--- src/rtl/debug_trace_pkg.sv ---
// debug_trace_pkg: shared constants for the simplecore instruction trace.
//   - INST_* : 3-bit instruction class codes as seen at writeback
//   - ALU_*  : 3-bit ALU control codes (10x = ADD, 11x = SUB)
//   - trace_state_t : recorder FSM encoding, exported on the state port
//   - TXT_*  : fixed-width ASCII mnemonics used by debug_text
package debug_trace_pkg;

  localparam logic [2:0] INST_ALUI   = 3'd0;
  localparam logic [2:0] INST_ALUR   = 3'd1;
  localparam logic [2:0] INST_SHRO   = 3'd2;
  localparam logic [2:0] INST_LOAD   = 3'd3;
  localparam logic [2:0] INST_STORE  = 3'd4;
  localparam logic [2:0] INST_BRANCH = 3'd5;
  localparam logic [2:0] INST_MUL    = 3'd6;
  localparam logic [2:0] INST_UNDEF  = 3'd7;

  localparam logic [2:0] ALU_MOVA  = 3'b000;
  localparam logic [2:0] ALU_MOVB  = 3'b001;
  localparam logic [2:0] ALU_AND   = 3'b010;
  localparam logic [2:0] ALU_OR    = 3'b011;
  localparam logic [2:0] ALU_ADD   = 3'b100;
  localparam logic [2:0] ALU_ADD_X = 3'b101;

  typedef enum logic [1:0] {
    ST_IDLE  = 2'd0,
    ST_ARMED = 2'd1,
    ST_POST  = 2'd2,
    ST_DONE  = 2'd3
  } trace_state_t;

  localparam logic [47:0] TXT_ALUI   = "ALUI  ";
  localparam logic [47:0] TXT_ALUR   = "ALUR  ";
  localparam logic [47:0] TXT_SHRO   = "SHRO  ";
  localparam logic [47:0] TXT_LOAD   = "LOAD  ";
  localparam logic [47:0] TXT_STORE  = "STORE ";
  localparam logic [47:0] TXT_BRANCH = "BRANCH";
  localparam logic [47:0] TXT_MUL    = "MUL   ";
  localparam logic [47:0] TXT_UNDEF  = "UNDEF ";

  localparam logic [31:0] TXT_MOVA = "MOVA";
  localparam logic [31:0] TXT_MOVB = "MOVB";
  localparam logic [31:0] TXT_AND  = "AND ";
  localparam logic [31:0] TXT_OR   = "OR  ";
  localparam logic [31:0] TXT_ADD  = "ADD ";
  localparam logic [31:0] TXT_SUB  = "SUB ";

endpackage

--- src/rtl/debug_trace_text.sv ---
// debug_text: combinational decode of stored trace codes to ASCII.
//   i_inst      : instruction class code
//   i_alu       : ALU control code
//   o_inst_text : 6-char class mnemonic
//   o_alu_text  : 4-char ALU op mnemonic
module debug_text
  import debug_trace_pkg::*;
(
  input  logic [2:0]  i_inst,
  input  logic [2:0]  i_alu,
  output logic [47:0] o_inst_text,
  output logic [31:0] o_alu_text
);

  always_comb begin
    o_inst_text = TXT_UNDEF;
    case (i_inst)
      INST_ALUI:   o_inst_text = TXT_ALUI;
      INST_ALUR:   o_inst_text = TXT_ALUR;
      INST_SHRO:   o_inst_text = TXT_SHRO;
      INST_LOAD:   o_inst_text = TXT_LOAD;
      INST_STORE:  o_inst_text = TXT_STORE;
      INST_BRANCH: o_inst_text = TXT_BRANCH;
      INST_MUL:    o_inst_text = TXT_MUL;
      default:     o_inst_text = TXT_UNDEF;
    endcase

    o_alu_text = TXT_MOVA;
    case (i_alu)
      ALU_MOVA:           o_alu_text = TXT_MOVA;
      ALU_MOVB:           o_alu_text = TXT_MOVB;
      ALU_AND:            o_alu_text = TXT_AND;
      ALU_OR:             o_alu_text = TXT_OR;
      ALU_ADD, ALU_ADD_X: o_alu_text = TXT_ADD;
      default:            o_alu_text = TXT_SUB;
    endcase
  end

endmodule

--- src/rtl/debug_trace.sv ---
// debug_trace: circular retirement trace with trigger + post-trigger window,
// drained oldest-first through a valid/ready port once frozen.
//   clk, rst_n                   : clock, synchronous active-low reset
//   ret_valid/pc/inst/alu        : retirement observation (never stalled)
//   arm                          : clear buffer and start capture
//   trig_inst, trig_en           : trigger class and enable
//   rd_ready / rd_valid, rd_pc   : read handshake and entry PC
//   rd_inst_text, rd_alu_text    : ASCII decode of the read entry
//   state, count                 : FSM state and entries held
module debug_trace
  import debug_trace_pkg::*;
#(
  parameter int unsigned DEPTH     = 16,
  parameter int unsigned PC_W      = 32,
  parameter int unsigned POST_TRIG = 4
) (
  input  logic                     clk,
  input  logic                     rst_n,
  input  logic                     ret_valid,
  input  logic [PC_W-1:0]          ret_pc,
  input  logic [2:0]               ret_inst,
  input  logic [2:0]               ret_alu,
  input  logic                     arm,
  input  logic [2:0]               trig_inst,
  input  logic                     trig_en,
  input  logic                     rd_ready,
  output logic                     rd_valid,
  output logic [PC_W-1:0]          rd_pc,
  output logic [47:0]              rd_inst_text,
  output logic [31:0]              rd_alu_text,
  output logic [1:0]               state,
  output logic [$clog2(DEPTH):0]   count
);

  localparam int unsigned AW = $clog2(DEPTH);
  localparam int unsigned CW = AW + 1;
  localparam int unsigned EW = PC_W + 6;

  trace_state_t    r_state;
  trace_state_t    w_state_nxt;
  logic [AW-1:0]   r_wr_ptr;
  logic [AW-1:0]   r_post_cnt;
  logic [CW-1:0]   r_count;
  logic [EW-1:0]   r_mem [DEPTH];
  logic            r_rd_valid;
  logic [PC_W-1:0] r_rd_pc;
  logic [2:0]      r_rd_inst;
  logic [2:0]      r_rd_alu;

  logic            w_write;
  logic            w_trig_hit;
  logic            w_accept;
  logic            w_fetch;
  logic [AW-1:0]   w_rd_ptr;
  logic [AW-1:0]   w_rd_addr;
  logic [EW-1:0]   w_rd_q;

  assign w_write    = ret_valid && !arm && (r_state == ST_ARMED || r_state == ST_POST);
  assign w_trig_hit = trig_en && (ret_inst == trig_inst);
  assign w_accept   = r_rd_valid && rd_ready;

  // Once frozen, wr_ptr is fixed and count shrinks as entries leave, so the
  // oldest entry is always wr_ptr - count; no separate read pointer needed.
  assign w_rd_ptr  = r_wr_ptr - r_count[AW-1:0];
  assign w_rd_addr = w_accept ? w_rd_ptr + AW'(1) : w_rd_ptr;
  assign w_rd_q    = r_mem[w_rd_addr];

  // Load the output register on the first cycle in DONE, or on an accept
  // when more entries remain (back-to-back, 1 entry/cycle).
  assign w_fetch = (r_state == ST_DONE) &&
                   ((!r_rd_valid && r_count != '0) || (w_accept && r_count != CW'(1)));

  always_comb begin
    w_state_nxt = r_state;
    if (arm) begin
      w_state_nxt = ST_ARMED;
    end else begin
      case (r_state)
        ST_IDLE:  w_state_nxt = ST_IDLE;
        ST_ARMED: if (ret_valid && w_trig_hit)
                    w_state_nxt = (POST_TRIG == 0) ? ST_DONE : ST_POST;
        ST_POST:  if (ret_valid && r_post_cnt == AW'(1))
                    w_state_nxt = ST_DONE;
        default:  w_state_nxt = ST_DONE;
      endcase
    end
  end

  always_ff @(posedge clk) begin
    if (!rst_n) r_state <= ST_IDLE;
    else        r_state <= w_state_nxt;
  end

  always_ff @(posedge clk) begin
    if (w_write) r_mem[r_wr_ptr] <= {ret_pc, ret_inst, ret_alu};
  end

  always_ff @(posedge clk) begin
    if (!rst_n) begin
      r_wr_ptr   <= '0;
      r_post_cnt <= '0;
      r_count    <= '0;
      r_rd_valid <= 1'b0;
      r_rd_pc    <= '0;
      r_rd_inst  <= INST_UNDEF;
      r_rd_alu   <= ALU_MOVA;
    end else if (arm) begin
      r_wr_ptr   <= '0;
      r_count    <= '0;
      r_rd_valid <= 1'b0;
    end else begin
      if (w_write) begin
        r_wr_ptr <= r_wr_ptr + AW'(1);
        if (r_count != CW'(DEPTH)) r_count <= r_count + CW'(1);
        if (r_state == ST_ARMED && w_trig_hit) r_post_cnt <= AW'(POST_TRIG);
        else if (r_state == ST_POST)           r_post_cnt <= r_post_cnt - AW'(1);
      end
      if (r_state == ST_DONE) begin
        if (w_accept) r_count <= r_count - CW'(1);
        if (w_fetch) begin
          r_rd_valid <= 1'b1;
          r_rd_pc    <= w_rd_q[EW-1:6];
          r_rd_inst  <= w_rd_q[5:3];
          r_rd_alu   <= w_rd_q[2:0];
        end else if (w_accept) begin
          r_rd_valid <= 1'b0;
        end
      end
    end
  end

  debug_text u_text (
    .i_inst      (r_rd_inst),
    .i_alu       (r_rd_alu),
    .o_inst_text (rd_inst_text),
    .o_alu_text  (rd_alu_text)
  );

  assign rd_valid = r_rd_valid;
  assign rd_pc    = r_rd_pc;
  assign state    = r_state;
  assign count    = r_count;

endmodule

--- config.mk ---
export PLATFORM = sky130hd
export DESIGN_NAME = debug_trace
export DESIGN_NICKNAME = d
export VERILOG_FILES = /design/src/rtl/debug_trace_pkg.sv /design/src/rtl/debug_trace_text.sv /design/src/rtl/debug_trace.sv
export SDC_FILE = /design/constraint.sdc
export NUM_CORES = 1
export LEC_CHECK = 0
export CAP_MARGIN = 5
export CORE_ASPECT_RATIO = 0.6
export CORE_MARGIN = 2
export CORE_UTILIZATION = 35
export CTS_BUF_LIST = sky130_fd_sc_hd__clkbuf_2
export CTS_CLUSTER_DIAMETER = 30
export DETAILED_ROUTE_END_ITERATION = 7
export PLACE_DENSITY = 0.52
export SLEW_MARGIN = 15
export SYNTH_ARGS = -nofsm -noshare
export SYNTH_HDL_FRONTEND = slang
export SYNTH_HIERARCHICAL = 1
export SYNTH_SLANG_ARGS = --single-unit
--- constraint.sdc ---
create_clock -name clk -period 11.7 [get_ports clk]
set_clock_uncertainty 0.2 [all_clocks]
set_input_delay 1.17 -clock clk [delete_from_list [all_inputs] [get_ports clk]]
set_output_delay 1.17 -clock clk [all_outputs]
set_load 0.05 [all_outputs]
==> flow_summary.toml <==
[placement]
post-place-ws_ns = 5.641
dp_hpwl_um = 33800
routabilityCongestion = 0.7664
io_buffers = 134

[timing]
hold_violations = 0
fmax_mhz = 174.5
period_share = 0.4897
rsz0062_at_grt = "false"
timing.hold.ws_ns = 0.2514
setup-tns-final_ns = 0
setup_viol = 0
slew_headroom = 0.2712
layout_setup_ws_ns = 5.971
tightest_slew_ns = 1.091
slew_violations = 0
fin_crit_ns = 5.729

[power_and_ir_drop]
leakage_nw = 9.823
p_total_mw = 4.470
powerDensity_nw_per_um2 = 146.0
vdd_ir_drop_max_mv = 0.08111

[min_path]
hold_path_depth = 2
hold_class = "in2reg"

[finish]
num-nets-final = 1703
nFillCells = 6936
drive_above_1_share = 0.2871
register_area_um2 = 19340
multi_input_area_um2 = 6724
area_growth_pct = 14.59
final_cell_mix = "608 x edfxtp_1, 243 x clkbuf_2, 133 x clkdlybuf4s50_1, 120 x mux4_2, 66 x o21ai_0"
final_common_cell = "edfxtp_1"

[synth]
yosys.area.top_type = "edfxtp_1"
synth_warnings = 6
synth_enable_flop_cells = 608
netlist_area_um2 = 26710
synthDistinctLibCells = 66
postSynthCellCount = 1406
synthTopCellsByArea = "edfxtp_1 68%, mux4_2 10%, dfxtp_1 4.0%, mux4_4 1.9%, a22oi_2 1.5%"
ys_ff_latch = 662
netlist.area_leader.share = 0.6835
ys_seq_area_frac = 0.7239
async_reset_ff_frac = 0
ys.flop_type = "edfxtp_1"
avgSynthCellArea_um2 = 19.00

[status]
status = "complete, no violations"

[die]
core_region_area_um2 = 75540
io_pins = 167
start_util = 0.3536
die_h_um = 218.0
die_x_um = 360.7
rows = 78
design.die.area_um2 = 78620

[clock_network]
post_cts_resized = 0
cts-root-buf = "clkbuf_2"
cts_buffers = 156
clk_latency_ns = 1.32
postCtsSetupBuffers = 0
clockBufferDepth = 3
cts.sinks = 662
tritoncts = "yes"
cts_hold_buffers = 0
htreeDepth = 4
clkTransAtPathRegs_ns = 0.12

[critical_path]
worst_ep_arrival_time_ns = 6.68
critical_path_class = "reg2reg"
path_buf_inv = 5
crit_path_top_delay_cell = "ha_1"
rr_worst_depth = 12
critical_path_cell_count = 12
critPathMaxStageDelay_ns = 0.77
cp_top_family = "buffers and inverters"
endpoint_kind = "register"
worst_setup_path_start_kind = "register"
crit_required_ns = 12.65
r2r_slack_ns = 5.97
path_max_fanout = 112
crit_chain = "inv_1, ha_1, buf_4, clkinv_1, ha_1, and3_1, nor2_4, buf_4, buf_12, mux4_2, a22oi_1, a31oi_1"

[routing]
num_vias = 14490
highest_layer = "met5"
final_antenna_net_count = 0
drc = 0
drt-vias-per-instance = 5.224
wl_per_cell_um = 24.32
wl_met3_um = 4829
wl_met2_um = 30940
drtIter0Drc = 1461
totalWireLength_um = 67470
wl_met1_um = 30990
dr.pass1.iters = 5

[grt]
grt_first_pass_wirelength_um = 98370
antenna_found_initial = 6
overflow = 0
grt.total_usage = 0.1725
grt_pass1_vias = 14570
grt_max_degree = 113

[flow_run]
maxCapViolations = 0
cells by family after synthesis:
logic type               share of synthesized area
multiplexers                                0.1233
buffers and inverters                      0.03415
AO/OA/AOI/OAI                              0.07527
flip-flops                                  0.7239
XOR/XNOR                                  0.008618
other                                    0.0002811
adder cells (fa/ha/maj)                   0.009649
AND/OR/NAND/NOR                            0.02478
per-stage QoR:
stage                     utilization  cells  instance area, um2
final                          0.4052   2774               30610
after global routing           0.4052   2774               30610
after CTS                      0.4050   2766               30590
after detailed placement       0.3838   2478               28990
after global placement         0.3838   2478               28990
after floorplan                     -   1436               26830
state kept, by name, summed over array words and instances, names as in the netlist:
register    flops
count           5
r_mem         608
r_post_cnt      4
r_rd_alu        3
r_rd_inst       3
r_wr_ptr        4
rd_pc          32
rd_valid        1
state           2
layer usage:
metal / up-vias / global-route usage
met5: - / 0
met1: 7598 / 0.2477
met4: 6 / 0.04128
li1: 6271 / -
met3: 71 / 0.04557
met2: 545 / 0.2617
layout make-up:
cell class,instances,share of cell area
Clock inverter,45,0.01247
Clock buffer,243,0.03973
Sequential cell,662,0.6318
Inverter,29,0.003556
Tap cell,1000,0.04088
Multi-Input combinational cell,624,0.2197
Antenna cell,8,0.0006540
Timing Repair Buffer,163,0.05126
path summary, 6_finish.rpt:
check	start	to
worst max register to register	r_wr_ptr[0]$_SDFFE_PP0N_	r_rd_alu[2]$_SDFFE_PN0P_
worst min register to register	r_post_cnt[0]$_SDFFE_PN0P_	r_post_cnt[0]$_SDFFE_PN0P_
worst min-delay path	rst_n	r_rd_inst[1]$_SDFFE_PN1P_
worst max-delay path	r_wr_ptr[0]$_SDFFE_PP0N_	r_rd_alu[2]$_SDFFE_PN0P_
report_power, final:
group	leakage, nW	total (mW)	switching, mW	internal [mW]
Sequential	5.90	2.59	0.00325	2.59
Combinational	2.73	0.233	0.146	0.0863
Clock	1.19	1.65	0.955	0.694
Yosys cell counts, drive strengths merged, types with 2 or more instances:
cell	count
a211oi	9
mux2i	5
edfxtp	608
a22oi	71
nand2b	6
nor3	6
a21oi	33
a221oi	9
xor2	7
a22o	6
nor2b	7
dfxtp	54
a311oi	7
xnor2	15
a221o	6
a31oi	42
o21a	4
o211ai	6
dlygate4sd1	3
a32oi	2
mux4	140
ha	19
nand4	5
nor2	39
o21ai	71
or2	4
a21o	5
nand2	28
o311ai	3
and3	4
inv	28
conb	2
or3	2
clkbuf	35
nand3	7
o221ai	3
nand3b	10
buf	83
and2	4
a21boi	2
(Power assumes the default switching activity.)
